File: src/rtl/mux_cfg_chain_ctrl_if.sv
// Loader-side word handshake for the MUX2 configuration-chain controller.
// The master drives a word and its valid bit; the slave returns ready.
interface mux_cfg_chain_ctrl_if #(
  parameter int WORD_W = 8
);
  logic [WORD_W-1:0] DIN;
  logic              DIN_VALID;
  logic              DIN_READY;

  modport master (
    output DIN,
    output DIN_VALID,
    input  DIN_READY
  );

  modport slave (
    input  DIN,
    input  DIN_VALID,
    output DIN_READY
  );
endinterface

File: src/rtl/mux_cfg_chain_ctrl.sv
// Serializes loader words MSB-first onto a mux select shift chain.
// Define MUX_CFG_READBACK_EN to add a parity readback over recirculation.
module mux_cfg_chain_ctrl #(
  parameter int CHAIN_LEN = 16,
  parameter int WORD_W    = 8
) (
  input  logic CK,
  input  logic RST,
  input  logic START,
  input  logic ABORT,
  mux_cfg_chain_ctrl_if.slave ld,
  output logic CHAIN_SI,
  output logic CHAIN_SE,
  input  logic CHAIN_SO,
  output logic BUSY,
  output logic CFG_DONE,
  output logic ERR
);

  localparam int CW = $clog2(CHAIN_LEN + 1);
  typedef logic [CW-1:0] cnt_t;
  localparam cnt_t LEN_C = cnt_t'(CHAIN_LEN);
  localparam cnt_t WW_C  =
    (WORD_W > CHAIN_LEN) ? LEN_C : cnt_t'(WORD_W);

  typedef enum logic [2:0] {
    S_IDLE,
    S_LOAD,
    S_SHIFT,
`ifdef MUX_CFG_READBACK_EN
    S_VERIFY,
`endif
    S_DONE
  } state_e;

  state_e            state_q, state_d;
  cnt_t              bits_q, bits_d;
  cnt_t              left_q, left_d;
  logic [WORD_W-1:0] word_q, word_d;
  logic              err_q, err_d;
  logic              rdy, se, si, done;
  cnt_t              rem_w;
  logic              last;

  assign rem_w = LEN_C - bits_q;
  assign last  = (bits_q == LEN_C - cnt_t'(1));

`ifdef MUX_CFG_READBACK_EN
  logic par_si_q, par_si_d;
  logic par_so_q, par_so_d;
`else
  logic unused_so;
  assign unused_so = CHAIN_SO;
`endif

  always_comb begin
    state_d = state_q;
    bits_d  = bits_q;
    left_d  = left_q;
    word_d  = word_q;
    err_d   = err_q;
    rdy     = 1'b0;
    se      = 1'b0;
    si      = 1'b0;
    done    = 1'b0;
`ifdef MUX_CFG_READBACK_EN
    par_si_d = par_si_q;
    par_so_d = par_so_q;
`endif
    unique case (state_q)
      S_IDLE: begin
        if (START) begin
          state_d = S_LOAD;
          bits_d  = '0;
          err_d   = 1'b0;
`ifdef MUX_CFG_READBACK_EN
          par_si_d = 1'b0;
          par_so_d = 1'b0;
`endif
        end
      end
      S_LOAD: begin
        rdy = 1'b1;
        if (ld.DIN_VALID) begin
          word_d  = ld.DIN;
          left_d  = (rem_w < WW_C) ? rem_w : WW_C;
          state_d = S_SHIFT;
        end
      end
      S_SHIFT: begin
        se     = 1'b1;
        si     = word_q[WORD_W-1];
        word_d = word_q << 1;
        bits_d = bits_q + cnt_t'(1);
        left_d = left_q - cnt_t'(1);
`ifdef MUX_CFG_READBACK_EN
        par_si_d = par_si_q ^ si;
        if (last) begin
          state_d = S_VERIFY;
          bits_d  = '0;
        end
`else
        if (last) begin
          state_d = S_DONE;
        end
`endif
        else if (left_q == cnt_t'(1)) begin
          state_d = S_LOAD;
        end
      end
`ifdef MUX_CFG_READBACK_EN
      // Recirculate the tail so the chain ends where it started.
      S_VERIFY: begin
        se       = 1'b1;
        si       = CHAIN_SO;
        bits_d   = bits_q + cnt_t'(1);
        par_so_d = par_so_q ^ CHAIN_SO;
        if (last) begin
          if (par_so_d != par_si_q) begin
            err_d   = 1'b1;
            state_d = S_IDLE;
          end else begin
            state_d = S_DONE;
          end
        end
      end
`endif
      S_DONE: begin
        done    = 1'b1;
        state_d = S_IDLE;
      end
      default: state_d = S_IDLE;
    endcase
    // Abort wins over every transition, including a same-cycle handshake.
    if (ABORT && state_q != S_IDLE) begin
      state_d = S_IDLE;
      err_d   = 1'b1;
      rdy     = 1'b0;
      done    = 1'b0;
      word_d  = word_q;
      left_d  = left_q;
    end
  end

  always_ff @(posedge CK) begin
    if (RST) begin
      state_q <= S_IDLE;
      bits_q  <= '0;
      left_q  <= '0;
      word_q  <= '0;
      err_q   <= 1'b0;
`ifdef MUX_CFG_READBACK_EN
      par_si_q <= 1'b0;
      par_so_q <= 1'b0;
`endif
    end else begin
      state_q <= state_d;
      bits_q  <= bits_d;
      left_q  <= left_d;
      word_q  <= word_d;
      err_q   <= err_d;
`ifdef MUX_CFG_READBACK_EN
      par_si_q <= par_si_d;
      par_so_q <= par_so_d;
`endif
    end
  end

  assign ld.DIN_READY = rdy;
  assign CHAIN_SI     = si;
  assign CHAIN_SE     = se;
  assign BUSY         = (state_q != S_IDLE);
  assign CFG_DONE     = done;
  assign ERR          = err_q;

endmodule

File: src/flat_wrapper.sv
// flat-port wrapper written by rule: the top's interface ports become plain ports
module mux_cfg_chain_ctrl_flat 
#(
  parameter int CHAIN_LEN = 16,
  parameter int WORD_W    = 8
)
  (CK, RST, START, ABORT, CHAIN_SI, CHAIN_SE, CHAIN_SO, BUSY, CFG_DONE, ERR, ld_DIN, ld_DIN_VALID, ld_DIN_READY);
  mux_cfg_chain_ctrl_if #(.WORD_W(WORD_W)) ld_i ();
  input  logic CK;
  input  logic RST;
  input  logic START;
  input  logic ABORT;
  output logic CHAIN_SI;
  output logic CHAIN_SE;
  input  logic CHAIN_SO;
  output logic BUSY;
  output logic CFG_DONE;
  output logic ERR;
  input wire logic [$bits(ld_i.DIN)-1:0] ld_DIN;
  input wire logic [$bits(ld_i.DIN_VALID)-1:0] ld_DIN_VALID;
  output wire logic [$bits(ld_i.DIN_READY)-1:0] ld_DIN_READY;
  assign ld_i.DIN = ld_DIN;
  assign ld_i.DIN_VALID = ld_DIN_VALID;
  assign ld_DIN_READY = ld_i.DIN_READY;
  mux_cfg_chain_ctrl #(.CHAIN_LEN(CHAIN_LEN), .WORD_W(WORD_W)) u_core (.CK(CK), .RST(RST), .START(START), .ABORT(ABORT), .ld(ld_i), .CHAIN_SI(CHAIN_SI), .CHAIN_SE(CHAIN_SE), .CHAIN_SO(CHAIN_SO), .BUSY(BUSY), .CFG_DONE(CFG_DONE), .ERR(ERR));
endmodule
File: config.mk
export PLATFORM = sky130hd
export DESIGN_NAME = mux_cfg_chain_ctrl_flat
export DESIGN_NICKNAME = d
export VERILOG_FILES = /design/src/rtl/mux_cfg_chain_ctrl_if.sv /design/src/rtl/mux_cfg_chain_ctrl.sv /design/src/flat_wrapper.sv
export SDC_FILE = /design/constraint.sdc
export NUM_CORES = 1
export LEC_CHECK = 0
export CORE_MARGIN = 2
export CORE_UTILIZATION = 52
export CTS_CLUSTER_DIAMETER = 50
export DETAILED_ROUTE_END_ITERATION = 16
export GPL_TIMING_DRIVEN = 0
export PLACE_DENSITY = 0.86
export SYNTH_ARGS = -nofsm -noshare
export SYNTH_HDL_FRONTEND = slang
export SYNTH_SLANG_ARGS = --single-unit
File: constraint.sdc
create_clock -name CK -period 2.25 [get_ports CK]
set_clock_uncertainty 0.05 [all_clocks]
set_input_delay 0.45 -clock CK [delete_from_list [all_inputs] [get_ports CK]]
set_output_delay 0.45 -clock CK [all_outputs]
set_load 0.05 [all_outputs]
==> results.ini <==
[pwr]
powerDensity_nw_per_um2 = 1090
peakVddDrop_mv = 0.816
power.total_mw = 1.59
power_leakage_nw = 0.560

[logic_synthesis]
synth-seq-area-share_pct = 34.4
ys_warn_count = 0
synth_edf_count = 0
netlist_instances = 147
synth_top_area_share_pct = 34.4
ys_ff_latch = 21
avgSynthCellArea_um2 = 8.32
synth_cell_types = 37
yosysTopAreaCell = dfxtp_1
synth-main-ff-cell = dfxtp_1
synth.area.top_cells = dfxtp_1 (34%), ha_1 (9.2%), mux2i_1 (7.4%)
synth_nets = 170
netlist_area_um2 = 1220
synthArstFlopShare_pct = 0

[grt]
grt-ovfl-total = 0
use_met2_pct = 37.5
grt_max_degree = 12
track_usage_pct = 22.8
use_met1_pct = 28.1
antenna_found_initial = 0
grt_pass1_wl_um = 4670
grt_busiest_layer = met2
grt_pass1_vias = 1062
grtUsageMet3_pct = 7.14

[detailed_routing]
drtIter0Drc = 23
first_pass_iters = 4
route.detailed.drc = 0
via_per_inst = 5.70
routedWlPerCell_um = 14.2
ant_nets = 0
wirelength_um = 2800
vias = 1123

[critical_path]
cp_num_buf_inv = 3
critPathSlowestCell = dfxtp_2
critical_path_class = flop to output pin
worstPathArrival_ps = 1630
cp-start-kind = flop
critical_path.max_stage_delay_ps = 350
cp_top_family = buffers and inverters
crit_path_end_kind = output pin
cp_cell_sequence = inv_1 -> ha_2 -> clkbuf_4 -> and2_1 -> buf_2
crit_required_ps = 1750
cp_max_fo = 10

[placed_design]
placed_cell_area_um2 = 1440
dp_cells = 193
port_buffers = 18
pre_cts_ws_ps = -350
post-dp-hpwl_um = 2100
globalplace.congestion = 0.843

[sta]
min_period_ps = 2130
drv_slew = 0
setup_viol = 0
setup_ws_ps = 119
hold_viol_final = 0
max_freq_mhz = 469
timing.setup.tns_ps = 0
worst_slew_pin_slew_ps = 604
final.period_utilization_pct = 94.7
rsz0062_at_grt = false
slew_headroom_pct = 59.7

[clock_network]
cts_tree = done
cts_buffer_depth = 2
cts_buffers = 3
cts_hold_buffers = 0
clkTransAtPathRegs_ps = 110
cts_setup_buffers = 0
clock-root-buffer = clkbuf_4
insertion_delay_ps = 310
ctsResizeCount = 19
htree_levels = 1
cts_sinks = 21

[floorplan]
initial_utilization_pct = 55.3
io_pins = 20
die_area_um2 = 2760
chipHeight_um = 52.5
die_w_um = 52.5
rows = 17
core_um2 = 2210

[cells_and_area]
layout.nets = 193
fill_cells = 190
stdcell_area_um2 = 1460
layout.cells.non_filler = 197
drive_gt1_share_pct = 8.88
antenna-diode-count = 0
syn2layout_area_growth_pct = 19.6

[hold_path]
holdCritPathClass = flop to flop

[status]
status = completed

[run]
maxCapViolations = 0

area by class of cell:
cell class / count / area [um^2] / share of cell area [%]
multi-input combinational: 108 / 744 / 50.9
sequential: 21 / 422 / 28.8
timing repair buffer: 18 / 163 / 11.1
inverter: 11 / 41.3 / 2.82
tap: 28 / 35.0 / 2.39
buffer: 7 / 32.5 / 2.22
clock buffer: 4 / 26.3 / 1.79
cells by family after synthesis:
family	Yosys count	share of synthesized area [%]
muxes	10	8.59
buffers and inverters	18	5.62
and+or+nand+nor	57	23.9
AOI/OAI and AO/OA	31	17.6
xor gates and xnor gates	1	0.716
DFF	21	34.4
adders and majority gates	9	9.20
flip-flops by register name, indices dropped and copies added, names as in the netlist:
signal	flops
u_core.bits_q	5
u_core.left_q	5
u_core.state_q	2
u_core.word_q	8
u_core.ERR	1
per-layer routing:
layer | up-vias | part of all wire [%]
met5 | - | 0
met4 | 0 | 1.2
met3 | 6 | 4.8
met2 | 39 | 49
met1 | 511 | 45
li1 | 567 | -
stage by stage:
stage               util [%]  hold WS (ps)
floorplan                  -           382
global placement        65.0           396
detailed placement      65.0           407
CTS                     65.6           423
global route            66.2           433
finish                  66.2           417
synthesized netlist by cell type, types with 2 or more instances:
library cell  number
nor2_1            11
nand2_1           11
nand4_1            2
mux2i_1            9
nor2b_1            3
o21ai_0            4
dfxtp_1           21
nand2b_1           5
nand3_1            8
clkbuf_1           5
a21oi_1            6
and3_1             2
inv_1             11
a31oi_1            2
nor3_1             6
a32oi_1            2
a211oi_1           8
ha_1               9
and2_1             4
final timing paths:
kind                          start                end  slack (ps)  cells past startpoint
setup reg to reg   u_core.bits_q[0]  u_core.state_q[1]         300                      6
hold / removal     u_core.word_q[0]   u_core.word_q[0]         420                      2
setup / recovery  u_core.state_q[0]           CHAIN_SI         120                      5
hold reg to reg    u_core.word_q[0]   u_core.word_q[0]         420                      2
where the power goes:
part           leakage [nW]  internal, mW  switching, mW
registers             0.172         0.477         0.0643
clock network        0.0150        0.0694          0.115
logic                 0.374         0.323          0.540
total                 0.560         0.869          0.719
cells in the final DEF (no fill, tap or decap), types with 6 or more instances in the layout:
| cell | n |
|---|---|
| ha_1 | 8 |
| a21oi_1 | 6 |
| dfxtp_1 | 20 |
| mux2i_1 | 9 |
| a211oi_1 | 8 |
| inv_1 | 11 |
| nor2_1 | 11 |
| clkdlybuf4s50_1 | 13 |
| nand3_1 | 8 |
| nand2_1 | 11 |
| nor3_1 | 6 |
tightest hold or removal path, stage by stage, from the launching register on:
cell,delay [ps]
dfxtp_1,320
nand2_1,50
a21oi_1,50
Note: power is estimated with default switching activity, not from simulation.
